`src/rtl/peripheral_mult_seq.sv`:
```
// Memory-mapped sequential unsigned multiplier for the FemtoRV32 data bus.
// The CPU loads A and B, writes START, polls STATUS, then reads the 2*WIDTH-bit product.
module peripheral_mult_seq #(
    parameter int WIDTH = 16
) (
    input  logic             clk,
    input  logic             reset,
    input  logic [WIDTH-1:0] d_in,
    input  logic             cs,
    input  logic [4:0]       addr,
    input  logic             rd,
    input  logic             wr,
    output logic [31:0]      d_out
);

    localparam int PW = 2 * WIDTH;
    localparam int CW = (WIDTH > 1) ? $clog2(WIDTH) : 1;
    localparam logic [CW-1:0] CNT_LAST = CW'(WIDTH - 1);

    localparam logic [4:0] ADDR_A      = 5'h00;
    localparam logic [4:0] ADDR_B      = 5'h04;
    localparam logic [4:0] ADDR_START  = 5'h08;
    localparam logic [4:0] ADDR_STATUS = 5'h0C;
    localparam logic [4:0] ADDR_RESULT = 5'h10;

    typedef enum logic [1:0] {
        ST_IDLE = 2'd0,
        ST_BUSY = 2'd1,
        ST_DONE = 2'd2
    } state_e;

    state_e           state_q, state_d;
    logic [WIDTH-1:0] a_q, a_d;
    logic [WIDTH-1:0] b_q, b_d;
    logic [WIDTH-1:0] mplr_q, mplr_d;
    logic [PW-1:0]    mcand_q, mcand_d;
    logic [PW-1:0]    acc_q, acc_d;
    logic [PW-1:0]    result_q, result_d;
    logic [CW-1:0]    cnt_q, cnt_d;
    logic             busy_q, busy_d;
    logic             done_q, done_d;
    logic [31:0]      d_out_q, d_out_d;

    logic             wr_en;
    logic             rd_en;
    logic             start;
    logic [PW-1:0]    acc_sum;

    assign wr_en = cs & wr;
    assign rd_en = cs & rd;
    assign start = wr_en && (addr == ADDR_START) && d_in[0];
    assign d_out = d_out_q;

    // Operand registers are frozen while a multiply is running.
    always_comb begin
        a_d = a_q;
        b_d = b_q;
        if (wr_en && (state_q != ST_BUSY)) begin
            if (addr == ADDR_A) a_d = d_in;
            if (addr == ADDR_B) b_d = d_in;
        end
    end

    // NOTE: every signal driven here gets its hold value first, so no path leaves one unassigned (no latch).
    always_comb begin
        state_d  = state_q;
        mcand_d  = mcand_q;
        mplr_d   = mplr_q;
        acc_d    = acc_q;
        cnt_d    = cnt_q;
        result_d = result_q;
        busy_d   = busy_q;
        done_d   = done_q;
        acc_sum  = mplr_q[0] ? (acc_q + mcand_q) : acc_q;

        case (state_q)
            ST_IDLE, ST_DONE: begin
                if (start) begin
                    mcand_d = {{WIDTH{1'b0}}, a_q};
                    mplr_d  = b_q;
                    acc_d   = '0;
                    cnt_d   = '0;
                    done_d  = 1'b0;
                    busy_d  = 1'b1;
                    state_d = ST_BUSY;
                end
            end
            ST_BUSY: begin
                acc_d   = acc_sum;
                mcand_d = mcand_q << 1;
                mplr_d  = mplr_q >> 1;
                cnt_d   = cnt_q + CW'(1);
                // The last bit's partial product is folded into RESULT on the same edge.
                if (cnt_q == CNT_LAST) begin
                    result_d = acc_sum;
                    busy_d   = 1'b0;
                    done_d   = 1'b1;
                    state_d  = ST_DONE;
                end
            end
            default: state_d = ST_IDLE;
        endcase
    end

    // Read data is registered and holds until the next selected read.
    always_comb begin
        d_out_d = d_out_q;
        if (rd_en) begin
            case (addr)
                ADDR_STATUS: d_out_d = {30'b0, busy_q, done_q};
                ADDR_RESULT: d_out_d = 32'(result_q);
                default:     d_out_d = '0;
            endcase
        end
    end

    // NOTE: state registers use non-blocking assignments so every flop samples pre-edge values.
    always_ff @(posedge clk) begin
        if (reset) begin
            state_q  <= ST_IDLE;
            a_q      <= '0;
            b_q      <= '0;
            mcand_q  <= '0;
            mplr_q   <= '0;
            acc_q    <= '0;
            cnt_q    <= '0;
            result_q <= '0;
            busy_q   <= 1'b0;
            done_q   <= 1'b0;
            d_out_q  <= '0;
        end else begin
            state_q  <= state_d;
            a_q      <= a_d;
            b_q      <= b_d;
            mcand_q  <= mcand_d;
            mplr_q   <= mplr_d;
            acc_q    <= acc_d;
            cnt_q    <= cnt_d;
            result_q <= result_d;
            busy_q   <= busy_d;
            done_q   <= done_d;
            d_out_q  <= d_out_d;
        end
    end

endmodule

```
`config.mk`:
```
export PLATFORM = sky130hd
export DESIGN_NAME = peripheral_mult_seq
export DESIGN_NICKNAME = d
export VERILOG_FILES = /design/src/rtl/peripheral_mult_seq.sv
export SDC_FILE = /design/constraint.sdc
export NUM_CORES = 1
export LEC_CHECK = 0
export CAP_MARGIN = 5
export CORE_ASPECT_RATIO = 0.5
export CORE_MARGIN = 10
export CORE_UTILIZATION = 45
export DETAILED_ROUTE_END_ITERATION = 6
export PLACE_DENSITY = 0.59
export SLEW_MARGIN = 5
export SYNTH_ARGS = -nofsm -noshare
export SYNTH_HDL_FRONTEND = slang
export SYNTH_SLANG_ARGS = --single-unit
```
`constraint.sdc`:
```
create_clock -name clk -period 7.5 [get_ports clk]
set_clock_uncertainty 0.15 [all_clocks]
set_input_delay 1.125 -clock clk [delete_from_list [all_inputs] [get_ports clk]]
set_output_delay 1.125 -clock clk [all_outputs]
set_load 0.01 [all_outputs]
```
Word level (Yosys, flattened, before mapping)
Index checks and enable logic that the tools add are counted.

cells by class
  add/subtract/negate cells = 2
  equal/unequal tests = 10
  reductions and logical operators = 13
  bitwise operators = 2
  mux-type cells = 19

operator list
  cell                                                             count
  32-bit one-hot mux with 2 select lines                           3
  32-bit 2-to-1 mux                                                3
  32-bit adder                                                     1
  16-bit one-hot mux with 2 select lines                           1
  16-bit 2-to-1 mux                                                1
  5-bit by 4-bit == test with 1-bit output, second input constant  2
  2-bit AND reduction                                              5
  4-bit one-hot mux with 2 select lines                            1
  5-bit by 3-bit == test with 1-bit output, second input constant  1
  5-bit == test, second input constant                             1
  5-bit zero test                                                  1
  4-bit by 1-bit adder with 4-bit output, second input constant    1
  4-bit == test, second input constant                             1
  1-bit 2-to-1 mux                                                 4
  2-bit 2-to-1 mux                                                 2
  4-bit 2-to-1 mux                                                 1
  2-bit != test, second input constant                             2
  1-bit one-hot mux with 2 select lines                            2
  2-bit one-hot mux with 2 select lines                            1
  1-bit logical AND                                                3
  3-bit AND reduction                                              1
  1-bit bitwise AND                                                2
  2-bit by 1-bit == test with 1-bit output, second input constant  1
  2-bit == test, second input constant                             1
  other kinds (4)                                                  4

storage, ports and cells
  register bits after elaboration = 184
  logic and storage cells = 57
  output and inout bits = 32

Logic depth before layout (Yosys ltp)
  depth in word-level cells = 5
  mapped depth = 11
  mapped depth without buffers = 11

Least setup slack after synthesis
No wires, ideal clock.

  path type = in2reg
  start point = input addr[1]
  end point = register b_q[10]
  path slack = 4.602 ns
  stages on the path = 7
  required time = 7.222 ns
  arrival time = 2.621 ns
  cell sequence = nor4_1 -> nand2_1 -> nor3b_1 -> buf_1 -> buf_2 -> mux2i_1 -> nor2_1

on the way
  longest elaborated chain between the ends = 2

RTL lines
  item                                      line  source
  start: declaration                        10    input logic [4:0] addr,
  5-bit by 3-bit == test with 1-bit output  60    if (addr == ADDR_B) b_d = d_in;
  2-bit AND reduction (no source line)      n/a
  end signal: assignment                    122   b_q <= '0;
  end signal: assignment                    134   b_q <= b_d;
  end: declaration                          34    logic [WIDTH-1:0] b_q, b_d;

No other way between the ends.
A chain may end at the register's enable or synchronous reset.

Final worst setup path
  start point = input cs
  end point = register d_out_q[25] (netlist: d_out[25])

on the way
  longest elaborated chain between the ends = 1

RTL lines
  item                    line  source
  start: declaration      9     input logic cs,
  1-bit bitwise AND       50    assign rd_en = cs & rd;
  end signal: assignment  142   d_out_q <= d_out_d;
  end: declaration        42    logic [31:0] d_out_q, d_out_d;

No other way between the ends.

==> results.json <==
{
  "status": "finished, final reports clean",
  "cts_hold_buffers": 0,
  "setup-violations-final": 0,
  "synth-adder-area-share_pct": 4.81,
  "areaGrowthSynthToFinish_pct": 14.5,
  "top_layer": "met4",
  "min_period_over_period_pct": 51.4,
  "nNetsFinal": 1119,
  "endpoint_kind": "flip-flop",
  "ctsResizeCount": 0,
  "slew_headroom_pct": 21.4,
  "wl_met1_um": 11000,
  "finalPower_uw": 1930,
  "wire_per_inst_um": 16.7,
  "wl_um": 22300,
  "path_max_fanout": 33,
  "synth_top_area_share_pct": 42.1,
  "drive_gt1_share_pct": 6.24,
  "worstPathArrival_ns": 4.06,
  "yosys.cell_types.count": 58,
  "vdd_drop_max_uv": 152,
  "synth_top_family_by_area": "compound AO/OA/AOI/OAI gates",
  "place_hpwl_um": 15300,
  "whs_ns": 0.307,
  "synthXorXnorAreaFrac_pct": 2.91,
  "drt-vias-per-instance": 5.61,
  "hp-class": "flip-flop to flip-flop",
  "slew_violations": 0,
  "grt.overflow.total": 0,
  "p_per_area_nw_per_um2": 193,
  "synth_nets": 1116,
  "dr_total_vias": 7471,
  "cts_buffers": 17,
  "synth_top_area_cell": "dfxtp_1",
  "synth_edf_count": 0,
  "grt_max_degree": 110,
  "synth.area.top_cells": "dfxtp_1 42%, nor2_1 6.4%, nand2_1 6.4%",
  "antenna_found_initial": 0,
  "worst_pin_slew_ns": 1.18,
  "rsz0062_at_grt": "false",
  "ant_nets": 0,
  "cts_sinks": 184,
  "p_leak_uw": 0.00368,
  "ys_ff_latch": 184,
  "fin_setup_tns_ns": 0,
  "first_iter_violations": 498,
  "critical_path_class": "input pin to flip-flop",
  "core_area_um2": 18700,
  "mostFrequentLayoutCells": "183 x dfxtp_1, 148 x nand2_1, 147 x nor2_1",
  "layout_commonest_cell": "dfxtp_1",
  "cts_tree": "yes",
  "hold_viol_final": 0,
  "synth_warnings": 0,
  "fmax_mhz": 259,
  "cts_root_buf": "clkbuf_16",
  "diodes": 0,
  "drc": 0,
  "chipHeight_um": 119,
  "dp_slack_ns": 3.27,
  "synth.cell_area_um2": 8740,
  "initial_core_util_pct": 46.6,
  "synth_cells": 1057,
  "ys.flop_type": "dfxtp_1",
  "gp_congestion": 0.815,
  "synth_compound_area_share_pct": 21.5,
  "synthArstFlopShare_pct": 0,
  "die_w_um": 217,
  "grt_pass1_vias": 7252,
  "post-cts-setup-buffer-count": 0,
  "crit_required_ns": 7.71,
  "grt_first_pass_wirelength_um": 37600,
  "max_cap_violations": 0,
  "worst_skew_pair.late_latency_ns": 0.43,
  "first_pass_iters": 5,
  "met2WireLength_um": 10400,
  "synth-simple-area-share_pct": 20.2,
  "period_needed_ns": 3.85,
  "synthMuxAreaShare_pct": 4.38,
  "fin_ws_ns": 3.65,
  "avgSynthCellArea_um2": 8.27,
  "cts_buffer_depth": 2,
  "pin_count": 58,
  "die_area_um2": 25700,
  "rows": 35,
  "io_buffers": 57,
  "grtUsageTotal_pct": 17.5,
  "wl_met3_um": 619,
  "seq_area_frac_synth_pct": 42.1,
  "post-route-util_pct": 53.4,
  "htreeDepth": 4,
  "startpoint_type": "input pin",
  "path_clk_slew_ns": 0.08
}
-- critical path: stages --
cell and delay [ns]:
clkdlybuf4s50_1 0.48, nand2_1 0.67, nor3_1 0.53, and2_1 0.96
a22oi_1 0.14, nor2_1 0.15
-- final cells by class --
class	instances	area (um^2)
clock buffers	18	439
clock inverters	14	159
fillers	1826	8730
inverters	9	33.8
multi-input cells	780	4720
flip-flops and latches	184	3680
well taps	259	324
repair buffers	68	648
-- flip-flops by register name, summed over array words and instances, names as in the netlist --
| signal | flops |
|---|---|
| acc_q | 32 |
| state_q | 2 |
| result_q | 32 |
| b_q | 16 |
| cnt_q | 4 |
| mplr_q | 16 |
| d_out | 32 |
| done_q | 1 |
| busy_q | 1 |
| a_q | 16 |
| mcand_q | 32 |
-- cell usage after synthesis (all sizes together), types with 2 or more instances --
cell / number
clkbuf: 68
or2: 5
buf: 16
a221oi: 2
nand4: 15
xnor2: 14
nand3b: 2
a31oi: 12
nand3: 41
a21oi: 95
a22o: 11
nor3b: 3
nor4: 5
nor3: 16
dfxtp: 184
ha: 32
a22oi: 33
and4: 6
o21ai: 27
o22ai: 2
a21o: 19
inv: 9
o21a: 11
o31ai: 3
mux2: 2
nor2b: 4
mux2i: 36
or3: 4
nand2: 148
nor2: 149
xor2: 15
a211oi: 20
nand2b: 2
a311oi: 31
-- per-stage QoR --
| stage | instances | instance area (um^2) |
|---|---|---|
| 6_report | 1332 | 10000 |
| 5_1_grt | 1332 | 10000 |
| 4_1_cts | 1331 | 10000 |
| 3_5_place_dp | 1299 | 9410 |
| 3_3_place_gp | 1299 | 9410 |
| 2_1_floorplan | 1057 | 8740 |
-- logic make-up after synthesis --
| kind of cell | after synthesis |
|---|---|
| and+or+nand+nor | 404 |
| DFF | 184 |
| xor gates and xnor gates | 29 |
| adders and majority gates | 33 |
| buffers and inverters | 93 |
| muxes | 38 |
| AOI/OAI and AO/OA | 276 |
-- metal layers --
| layer | vias to the layer above | track usage, % |
|---|---|---|
| met1 | 3564 | 23.0 |
| met5 | - | 0 |
| met2 | 99 | 28.8 |
| met4 | 0 | 4.65 |
| li1 | 3783 | - |
| met3 | 25 | 3.11 |
-- final timing paths --
path	cells after the start	endpoint	slack [ns]	start
worst max-delay path	6	d_out[25]$_SDFFE_PP0P_	3.65	cs
worst min-delay path	2	a_q[13]$_SDFFE_PP0P_	0.31	a_q[13]$_SDFFE_PP0P_
worst max register to register	11	result_q[24]$_SDFFE_PP0P_	4.26	mcand_q[0]$_SDFFE_PP0P_
worst min register to register	2	a_q[13]$_SDFFE_PP0P_	0.31	a_q[13]$_SDFFE_PP0P_
-- where the power goes --
group	total (uW)	switching [uW]	leakage (uW)	internal, uW
Combinational	46.7	30.3	0.00190	16.4
Clock	906	423	0.000292	483
Sequential	979	1.02	0.00148	978
(Power assumes the default switching activity.)
